===== src/rtl/control_sequencer_pkg.sv =====
// cpu_ctrl_pkg: states, opcodes and IR field positions shared by the control sequencer files
package cpu_ctrl_pkg;
  typedef logic [2:0] state_t;
  localparam state_t RESET_S = 3'd0;
  localparam state_t T0 = 3'd1;
  localparam state_t T1 = 3'd2;
  localparam state_t T2 = 3'd3;
  localparam state_t T3 = 3'd4;
  localparam state_t T4 = 3'd5;
  localparam state_t T5 = 3'd6;
  localparam state_t HALT_S = 3'd7;
  localparam logic [4:0] OP_ADD = 5'b00011;
  localparam logic [4:0] OP_SUB = 5'b00100;
  localparam logic [4:0] OP_AND = 5'b00101;
  localparam logic [4:0] OP_OR = 5'b00110;
  localparam logic [4:0] OP_SHR = 5'b00111;
  localparam logic [4:0] OP_SHL = 5'b01000;
  localparam logic [4:0] OP_NEG = 5'b10001;
  localparam logic [4:0] OP_NOT = 5'b10010;
  localparam logic [4:0] OP_NOP = 5'b11010;
  localparam logic [4:0] OP_HALT = 5'b11011;
  localparam int OP_MSB = 31;
  localparam int RA_MSB = 26;
  localparam int RB_MSB = 22;
  localparam int RC_MSB = 18;
  localparam int IDXW = 4;
  function automatic logic is_unary(input logic [4:0] op);
    return op == OP_NEG || op == OP_NOT;
  endfunction
  function automatic logic is_binary(input logic [4:0] op);
    return op inside {OP_ADD, OP_SUB, OP_AND, OP_OR, OP_SHR, OP_SHL};
  endfunction
endpackage


===== src/rtl/control_sequencer_if.sv =====
// control_sequencer_if: IR/mem_ready inputs and datapath strobes between sequencer (master) and bus (slave)
// Optional illegal flag present when CTRL_ILLEGAL_TRAP_EN is defined.
interface control_sequencer_if #(parameter int NREGS = 16, parameter int OPW = 5);
  logic [31:0] ir;
  logic mem_ready;
  logic PCout, MARin, IncPC, Zlowin, ZLOout, PCin, read, MDRin, MDRout, IRin, Yin;
  logic [NREGS-1:0] reg_in, reg_out;
  logic [OPW-1:0] operation;
  logic run;
`ifdef CTRL_ILLEGAL_TRAP_EN
  logic illegal;
`endif
  modport master(
    input ir, mem_ready,
`ifdef CTRL_ILLEGAL_TRAP_EN
    output illegal,
`endif
    output PCout, MARin, IncPC, Zlowin, ZLOout, PCin, read, MDRin, MDRout, IRin, Yin,
    output reg_in, reg_out, operation, run
  );
  modport slave(
    output ir, mem_ready,
`ifdef CTRL_ILLEGAL_TRAP_EN
    input illegal,
`endif
    input PCout, MARin, IncPC, Zlowin, ZLOout, PCin, read, MDRin, MDRout, IRin, Yin,
    input reg_in, reg_out, operation, run
  );
endinterface


===== src/rtl/control_sequencer_reg_select.sv =====
// reg_select: 4-bit register index plus enable to NREGS-wide one-hot (all zero when disabled)
// Ports: idx in 4, en in 1, onehot out NREGS.
module reg_select #(parameter int NREGS = 16) (
  input logic [3:0] idx,
  input logic en,
  output logic [NREGS-1:0] onehot
);
  assign onehot = en ? {{(NREGS-1){1'b0}}, 1'b1} << idx : '0;
endmodule


===== src/rtl/control_sequencer.sv =====
// control_sequencer: hardwired Moore control unit sequencing fetch T0-T2 and execute T3-T5
// Ports: clock (rising edge), clear (async active-low), cs (control_sequencer_if.master: ir, mem_ready in; strobes, reg_in, reg_out, operation, run out).
// Define CTRL_ILLEGAL_TRAP_EN to halt on illegal opcodes and expose the sticky illegal flag.
module control_sequencer import cpu_ctrl_pkg::*; #(
  parameter int NREGS = 16,
  parameter int OPW = 5
) (
  input logic clock,
  input logic clear,
  control_sequencer_if.master cs
);
  state_t state, next;
  logic [OPW-1:0] op;
  logic [IDXW-1:0] ra, rb, rc;
  logic un, bin, stop, unused;
  logic t0, t1, t2, t3, t4, t5;
  assign op = cs.ir[OP_MSB -: OPW];
  assign ra = cs.ir[RA_MSB -: IDXW];
  assign rb = cs.ir[RB_MSB -: IDXW];
  assign rc = cs.ir[RC_MSB -: IDXW];
  assign unused = ^cs.ir[14:0];
  assign un = is_unary(op);
  assign bin = is_binary(op);
`ifdef CTRL_ILLEGAL_TRAP_EN
  logic ill_op, illegal_q;
  assign ill_op = !(un || bin || op == OP_NOP || op == OP_HALT);
  assign stop = op == OP_HALT || ill_op;
  always_ff @(posedge clock or negedge clear)
    if (!clear) illegal_q <= 1'b0;
    else if (t3 && ill_op) illegal_q <= 1'b1;
  assign cs.illegal = illegal_q;
`else
  assign stop = op == OP_HALT;
`endif
  always_ff @(posedge clock or negedge clear)
    if (!clear) state <= RESET_S;
    else state <= next;
  always_comb begin
    next = state == RESET_S ? T0 :
           state == T0 ? T1 :
           state == T1 ? (cs.mem_ready ? T2 : T1) :
           state == T2 ? T3 :
           state == T3 ? (stop ? HALT_S : (un || bin) ? T4 : T0) :
           state == T4 ? (bin ? T5 : T0) :
           state == T5 ? T0 : HALT_S;
  end
  assign t0 = state == T0;
  assign t1 = state == T1;
  assign t2 = state == T2;
  assign t3 = state == T3;
  assign t4 = state == T4;
  assign t5 = state == T5;
  assign cs.PCout = t0;
  assign cs.MARin = t0;
  assign cs.IncPC = t0;
  assign cs.Zlowin = t0 || (t3 && un) || (t4 && bin);
  assign cs.ZLOout = t1 || (t4 && un) || t5;
  assign cs.PCin = t1;
  assign cs.read = t1;
  assign cs.MDRin = t1;
  assign cs.MDRout = t2;
  assign cs.IRin = t2;
  assign cs.Yin = t3 && bin;
  assign cs.operation = ((t3 && un) || (t4 && bin)) ? op : '0;
  assign cs.run = state != RESET_S && state != HALT_S;
  reg_select #(.NREGS(NREGS)) u_out (.idx(t4 ? rc : rb), .en((t3 && (un || bin)) || (t4 && bin)), .onehot(cs.reg_out));
  reg_select #(.NREGS(NREGS)) u_in (.idx(ra), .en((t4 && un) || t5), .onehot(cs.reg_in));
endmodule


===== src/flat_wrapper.sv =====
// flat-port wrapper written by rule: the top's interface ports become plain ports
module control_sequencer_flat import cpu_ctrl_pkg::*;
#(
  parameter int NREGS = 16,
  parameter int OPW = 5
)
  (clock, clear, cs_ir, cs_mem_ready, cs_PCout, cs_MARin, cs_IncPC, cs_Zlowin, cs_ZLOout, cs_PCin, cs_read, cs_MDRin, cs_MDRout, cs_IRin, cs_Yin, cs_reg_in, cs_reg_out, cs_operation, cs_run);
  control_sequencer_if #(.NREGS(NREGS), .OPW(OPW)) cs_i ();
  input logic clock;
  input logic clear;
  input wire logic [$bits(cs_i.ir)-1:0] cs_ir;
  input wire logic [$bits(cs_i.mem_ready)-1:0] cs_mem_ready;
  output wire logic [$bits(cs_i.PCout)-1:0] cs_PCout;
  output wire logic [$bits(cs_i.MARin)-1:0] cs_MARin;
  output wire logic [$bits(cs_i.IncPC)-1:0] cs_IncPC;
  output wire logic [$bits(cs_i.Zlowin)-1:0] cs_Zlowin;
  output wire logic [$bits(cs_i.ZLOout)-1:0] cs_ZLOout;
  output wire logic [$bits(cs_i.PCin)-1:0] cs_PCin;
  output wire logic [$bits(cs_i.read)-1:0] cs_read;
  output wire logic [$bits(cs_i.MDRin)-1:0] cs_MDRin;
  output wire logic [$bits(cs_i.MDRout)-1:0] cs_MDRout;
  output wire logic [$bits(cs_i.IRin)-1:0] cs_IRin;
  output wire logic [$bits(cs_i.Yin)-1:0] cs_Yin;
  output wire logic [$bits(cs_i.reg_in)-1:0] cs_reg_in;
  output wire logic [$bits(cs_i.reg_out)-1:0] cs_reg_out;
  output wire logic [$bits(cs_i.operation)-1:0] cs_operation;
  output wire logic [$bits(cs_i.run)-1:0] cs_run;
  assign cs_i.ir = cs_ir;
  assign cs_i.mem_ready = cs_mem_ready;
  assign cs_PCout = cs_i.PCout;
  assign cs_MARin = cs_i.MARin;
  assign cs_IncPC = cs_i.IncPC;
  assign cs_Zlowin = cs_i.Zlowin;
  assign cs_ZLOout = cs_i.ZLOout;
  assign cs_PCin = cs_i.PCin;
  assign cs_read = cs_i.read;
  assign cs_MDRin = cs_i.MDRin;
  assign cs_MDRout = cs_i.MDRout;
  assign cs_IRin = cs_i.IRin;
  assign cs_Yin = cs_i.Yin;
  assign cs_reg_in = cs_i.reg_in;
  assign cs_reg_out = cs_i.reg_out;
  assign cs_operation = cs_i.operation;
  assign cs_run = cs_i.run;
  control_sequencer #(.NREGS(NREGS), .OPW(OPW)) u_core (.clock(clock), .clear(clear), .cs(cs_i));
endmodule

===== config.mk =====
export PLATFORM = sky130hd
export DESIGN_NAME = control_sequencer_flat
export DESIGN_NICKNAME = d
export VERILOG_FILES = /design/src/rtl/control_sequencer_pkg.sv /design/src/rtl/control_sequencer_if.sv /design/src/rtl/control_sequencer_reg_select.sv /design/src/rtl/control_sequencer.sv /design/src/flat_wrapper.sv
export SDC_FILE = /design/constraint.sdc
export NUM_CORES = 1
export LEC_CHECK = 0
export BUFFER_PORTS_ARGS = -buffer_cell sky130_fd_sc_hd__buf_2
export CAP_MARGIN = 20
export CORE_AREA = 2 2 53 55
export CTS_CLUSTER_SIZE = 10
export DETAILED_ROUTE_END_ITERATION = 10
export DIE_AREA = 0 0 55 57
export PLACE_DENSITY = 0.85
export RECOVER_POWER = 100
export SETUP_SLACK_MARGIN = 0.05
export SKIP_CTS_REPAIR_TIMING = 1
export SLEW_MARGIN = 20
export SYNTH_ARGS = -nofsm -noshare
export SYNTH_HDL_FRONTEND = slang
export SYNTH_SLANG_ARGS = --single-unit

===== constraint.sdc =====
create_clock -name clock -period 2 [get_ports clock]
set_clock_uncertainty 0.2 [all_clocks]
set_input_delay 0.2 -clock clock [delete_from_list [all_inputs] [get_ports clock]]
set_output_delay 0.2 -clock clock [all_outputs]
set_load 0.02 [all_outputs]

Word level (Yosys, flattened, before mapping)
Index checks and enable logic that the tools add are counted.

Register bits: 3. Output and inout port bits: 49. Word-level logic and storage cells: 52.

Equality and inequality tests: 16. Shifts and indexed selects: 2. Mux-type cells: 15. Reduce and logical (&&, ||, !) cells: 18.

Operators with widths (count): 2-to-1 mux 16 bit (2); << shifter 1 x 4 -> 16 bit (first input constant) (2); 2-to-1 mux 3 bit (10); == test 5 x 3 -> 1 bit (second input constant) (4); == test 5 bit (second input constant) (3); == test 3 bit (second input constant) (3); logical OR 1 bit (9); == test 3 x 2 -> 1 bit (second input constant) (2); logical AND 1 bit (6); nonzero test 6 bit (1); == test 5 x 2 -> 1 bit (second input constant) (1); == test 5 x 4 -> 1 bit (second input constant) (1); 2-to-1 mux 5 bit (1); 2-to-1 mux 4 bit (1); == test 3 x 1 -> 1 bit (second input constant) (1); zero test 3 bit (1); != test 3 bit (second input constant) (1); nonzero test 3 bit (1); 2-to-1 mux 1 bit (1).

Depth between registers and ports, before layout
Word-level depth: 10. Mapped depth: 6. Gate-level depth less buffers: 4.

Hierarchy
A second synthesis with hierarchy kept.

Cells, all modules: 110. Area, all modules: 720.7 µm².

By module, submodules not included: control_sequencer (times used 1, cells an instance 64, area each 480.5 µm², seq. area each 75.1 µm²); reg_select (times used 2, cells an instance 23, area each 120.1 µm², seq. area each 0.0 µm²).

Least setup slack after synthesis
OpenSTA, ideal clock, no wires.

Kind: reg2out. Start point: register u_core.state[0]. End point: output port cs_reg_in[4]. Arrival: 1.829 ns. Required time: 1.600 ns. Setup slack: -0.229 ns. Stages on the path, launching flop included: 6. Path through: dfrtp_1 > buf_2 > nand2b_1 > o41ai_1 > nand4b_1 > nor3_1.

Longest elaborated chain between the ends: 4. Elaborated cells between the ends (all ways): 5. Classes of those cells: eq/ne: 2; mux: 1; reduce/logical: 2.

Ends and longest elaborated chain: from (decl) (RTL line control_sequencer.sv:12) `state_t state, next;`; from (signal assigned) (RTL line control_sequencer.sv:37) `else state <= next;`; == test 3 bit (RTL line control_sequencer.sv:51) `assign t4 = state == T4;`; logical AND 1 bit (RTL line control_sequencer.sv:67) `reg_select #(.NREGS(NREGS)) u_in (.idx(ra), .en((t4 && un) || t5), .onehot(cs.reg_in));`; logical OR 1 bit * (RTL line control_sequencer.sv:67); 2-to-1 mux 16 bit * (RTL line control_sequencer_reg_select.sv:8) `assign onehot = en ? {{(NREGS-1){1'b0}}, 1'b1} << idx : '0;`; to (decl) (RTL line flat_wrapper.sv:24) `output wire logic [$bits(cs_i.reg_in)-1:0] cs_reg_in;`.

Mark *: on every way between the ends. The rest lies on a longest branch, timed or not.

Final worst setup path
Start point: register u_core.state[0]. End point: output port cs_reg_out[9].

Longest elaborated chain between the ends: 4. Elaborated cells between the ends (all ways): 8. Classes of those cells: eq/ne: 2; shift: 1; mux: 2; reduce/logical: 3.

Ends and longest elaborated chain: == test 3 bit, on equally long branches (RTL line control_sequencer.sv:51, control_sequencer.sv:50); 2-to-1 mux 4 bit / logical AND 1 bit (equally long branches) (RTL line control_sequencer.sv:66) `reg_select #(.NREGS(NREGS)) u_out (.idx(t4 ? rc : rb), .en((t3 && (un || bin)) || (t4 && bin)), .onehot(cs.reg ...`; << shifter 1 x 4 -> 16 bit / logical OR 1 bit (equally long branches) (RTL line control_sequencer_reg_select.sv:8, control_sequencer.sv:66); 2-to-1 mux 16 bit * (RTL line control_sequencer_reg_select.sv:8); to (decl) (RTL line flat_wrapper.sv:25) `output wire logic [$bits(cs_i.reg_out)-1:0] cs_reg_out;`.

Marked as above.

==> impl_metrics.py <==
metrics = {
    "detailed_routing": {
        "met3WireLength_um": 163,
        "initialDrtViolationCount": 55,
        "sum_of_met2_wire_segment_lengths_after_detailed_routing_um": 2636,
        "drt_drc_violations_left": 0,
        "wire_length_after_detailed_routing_um": 4672,
        "firstDrtPassIters": 4,
        "highest_layer": "met4",
        "avgRoutedWirePerCell_um": 17.11,
        "via_count": 1525,
        "antenna_left": 0,
        "avgViaCountPerCell": 5.586,
        "routedLengthMet1_um": 1773,
    },
    "logic_synthesis": {
        "edff_count_synth": 0,
        "synth_cell_types": 41,
        "synth_most_common_cell": "sky130_fd_sc_hd__nor2_1",
        "synth.cell_area_um2": 898.4,
        "synthCells": 145,
        "synth_fp_nets": 180,
        "synth.area.top_cells": "sky130_fd_sc_hd__nor2_1 16%, sky130_fd_sc_hd__dfrtp_1 8.4%, sky130_fd_sc_hd__nand2b_1 7.7%",
        "postSynth.topFlopCell": "sky130_fd_sc_hd__dfrtp_1",
        "synth.ff_latch_count": 3,
        "ys_warn_count": 0,
        "synth_top_area_share_pct": 16.30,
        "synth_async_reset_ratio_pct": 100.0,
        "synth.avg_cell_area_um2": 6.196,
        "yosys-top-cells-count": "39 x sky130_fd_sc_hd__nor2_1, 13 x sky130_fd_sc_hd__nand2_1, 11 x sky130_fd_sc_hd__nand2b_1, 9 x sky130_fd_sc_hd__nor3_1",
        "synth.largest_area_cell": "sky130_fd_sc_hd__nor2_1",
        "synth-seq-area-share_pct": 8.357,
    },
    "final_layout": {
        "largest_registers": "u_core.state: 3 flops",
        "post_route_cells_drive_above_1_share_pct": 66.12,
        "area_growth_syn_to_fin_pct": 128.3,
        "num_antenna_cells": 0,
        "top_register": "u_core.state",
        "fillCellCount": 170,
        "final_cell_area_um2": 2051,
        "fin_nets": 278,
        "largest_reg_flops": 3,
    },
    "sta": {
        "final-hold-violation-count": 0,
        "finalCritPeriodShare_pct": 117.3,
        "layout_min_cycle_time_ns": 2.346,
        "setup_ws_ns": -0.3460,
        "setup_viol_count_final": 39,
        "fmax_mhz": 426.3,
        "whs_ns": 0.1065,
        "setup_repair_after_global_routing_missed_its_margin": "true",
        "max_slew_margin_pct": 66.16,
        "final-max-slew-violation-count": 0,
        "tightest_slew_ns": 0.5058,
    },
    "job": {
        "drv_cap": 0,
    },
    "die": {
        "row_count": 19,
        "die-width_um": 55,
        "top_level_ports": 84,
        "core_um2": 2615,
        "die_area_um2": 3135,
        "dieHeight_um": 57,
        "floorplan.initialDensity_pct": 34.35,
    },
    "placed_design": {
        "io_buffers": 68,
        "place_area_um2": 1553,
        "place.gp.congestion": 0.8335,
        "place_ws_ns": -0.1844,
        "detailed_placement_hpwl_um": 2759,
    },
    "critical_path": {
        "critical_path.endpoint_type": "output pin",
        "cp_slowest_stage_delay_ns": 0.48,
        "worst_path_most_repeated_cell": "sky130_fd_sc_hd__buf_6",
        "timing.critical_path.fanout_max": 8,
        "critical_path_required_ns": 1.60,
        "worst-endpoint-arrival_ns": 1.95,
        "setup.worst_path.class": "flip-flop to output pin",
        "setup.worst_path.start_class": "flip-flop",
        "cpMaxStageDelayCell": "sky130_fd_sc_hd__dfrtp_2",
        "timing.critical_path.cells": "buf_6 > o41ai_4 > buf_4 > o311ai_4 > buf_12 > nor2_2 > buf_6",
    },
    "power_and_ir_drop": {
        "p_per_area_nw_per_um2": 753.5,
        "power.leakage_nw": 0.9124,
        "cell_internal_pwr_uw": 721.2,
        "share_clk_of_total_power_pct": 7.3,
        "comb_power_share_pct": 82.1,
        "p_sw_uw": 824.1,
        "sequentialPowerShare_pct": 10.7,
        "irDropWorstVdd_mv": 0.9103,
        "swShare_pct": 53.33,
    },
    "clock_tree": {
        "cts_num_sinks": 3,
        "path_clk_slew_ns": 0.04,
        "cts_tree": "done",
        "clock_insertion_delay_worst_skew_ns": 0.24,
        "tritoncts.num_buffers": 3,
        "clock_tree.root_cell": "sky130_fd_sc_hd__clkbuf_4",
        "clock_path_buffers": 2,
        "ctsHtreeMaxLevel": 1,
    },
    "grt": {
        "grt_max_degree": 11,
        "global_route_wire_length_before_repair_um": 4809,
        "grt_remaining_overflow": 0,
        "globalRouteTotalUtil_pct": 19.76,
        "antenna_found_initial": 0,
        "first_global_vias": 1180,
    },
    "worst_hold_path": {
        "min-delay-path-class": "input port to asynchronous set/reset pin",
    },
    "status": {
        "run_status": "complete, but fails checks",
        "violations": "setup timing",
    },
}
==> cell type report <==
class	instances	area, um^2	share of cell area (%)
timing repair buffer	105	815.8	39.78
tap	31	38.79	1.891
sequential	3	76.32	3.722
clock buffer	4	26.28	1.281
multi-input combinational	125	1075	52.41
inverter	5	18.77	0.9152
==> cells by family (layout without fill, tap and decap cells) <==
| kind of cell | Yosys count | after routing | share of synthesized area [%] |
|---|---|---|---|
| XOR/XNOR | 1 | 1 | 0.9751 |
| buffers and inverters | 17 | 114 | 9.750 |
| flip-flops | 3 | 3 | 8.356 |
| multiplexers | 5 | 5 | 5.850 |
| AND/OR/NAND/NOR | 94 | 94 | 52.79 |
| AO/OA/AOI/OAI | 25 | 25 | 22.28 |
==> cells in the final DEF (no fill, tap or decap), types with 2 or more instances in the layout <==
cell | Yosys | routed
sky130_fd_sc_hd__buf_4 | 5 | 42
sky130_fd_sc_hd__a21boi_4 | 0 | 3
sky130_fd_sc_hd__nand2_1 | 13 | 10
sky130_fd_sc_hd__a21oi_1 | 3 | 3
sky130_fd_sc_hd__or3_4 | 0 | 2
sky130_fd_sc_hd__o41ai_4 | 0 | 2
sky130_fd_sc_hd__clkbuf_4 | 0 | 3
sky130_fd_sc_hd__inv_1 | 5 | 4
sky130_fd_sc_hd__dfrtp_1 | 3 | 2
sky130_fd_sc_hd__nand3_1 | 4 | 3
sky130_fd_sc_hd__nand2b_1 | 11 | 8
sky130_fd_sc_hd__a31oi_1 | 2 | 2
sky130_fd_sc_hd__nand2b_4 | 0 | 3
sky130_fd_sc_hd__nor2_2 | 0 | 11
sky130_fd_sc_hd__clkbuf_1 | 2 | 6
sky130_fd_sc_hd__nor3_1 | 9 | 3
sky130_fd_sc_hd__buf_12 | 0 | 2
sky130_fd_sc_hd__nor2_4 | 0 | 10
sky130_fd_sc_hd__nand4b_1 | 2 | 2
sky130_fd_sc_hd__or3_1 | 4 | 2
sky130_fd_sc_hd__o21ai_1 | 0 | 3
sky130_fd_sc_hd__nor2_1 | 39 | 18
sky130_fd_sc_hd__nand2_2 | 0 | 3
sky130_fd_sc_hd__buf_6 | 0 | 25
sky130_fd_sc_hd__nor2b_1 | 2 | 2
sky130_fd_sc_hd__o21a_1 | 2 | 2
sky130_fd_sc_hd__buf_2 | 4 | 30
sky130_fd_sc_hd__nor3_2 | 0 | 5
==> layer usage <==
metal  global-route usage [%]  vias up
met3                    2.356        8
met2                    35.71       62
li1                         -      699
met5                        0        -
met1                    23.99      756
met4                    4.878        0
==> power by group through the flow <==
| stage | logic (mW) | registers, mW | clock network (mW) |
|---|---|---|---|
| final | 1.27 | 0.165 | 0.113 |
| after global routing | 1.35 | 0.162 | 0.119 |
| after CTS | 0.988 | 0.132 | 0.117 |
| after detailed placement | 0.987 | 0.132 | 0 |
| after global placement | 0.961 | 0.130 | 0 |
| after floorplan | 0.717 | 0.107 | 0 |
==> critical path, delay by kind of cell, from the launching register on <==
kind / cells / cell delay, ns
buffers and inverters: 4 / 0.66
AO/OA/AOI/OAI: 2 / 0.40
AND/OR/NAND/NOR: 1 / 0.15
flip-flops: 1 / 0.48
==> metrics by stage <==
step           instances  total power [mW]  util [%]  TNS (ns)
6_report             273             1.545     78.42    -8.154
3_3_place_gp         260             1.091     59.38    -3.232
4_1_cts              264             1.237     60.38    -13.09
5_1_grt              273             1.630     78.42    -10.28
3_5_place_dp         260             1.118     59.38    -4.237
2_1_floorplan        145            0.8240         -  -0.08408
==> path summary, 6_finish.rpt <==
check | start | to | slack, ns | cells past startpoint
worst max-delay path | u_core.state[0] | cs_reg_out[9] | -0.35 | 7
worst min-delay path | clear | u_core.state[0] | 0.11 | 2
worst max register to register | u_core.state[0] | u_core.state[2] | 0.32 | 5
worst min register to register | u_core.state[1] | u_core.state[2] | 0.62 | 3
max in group asynchronous | clear | u_core.state[0] | 1.32 | 2
min in group clock | cs_mem_ready | u_core.state[0] | 0.12 | 4
Note: power is estimated with default switching activity, not from simulation.
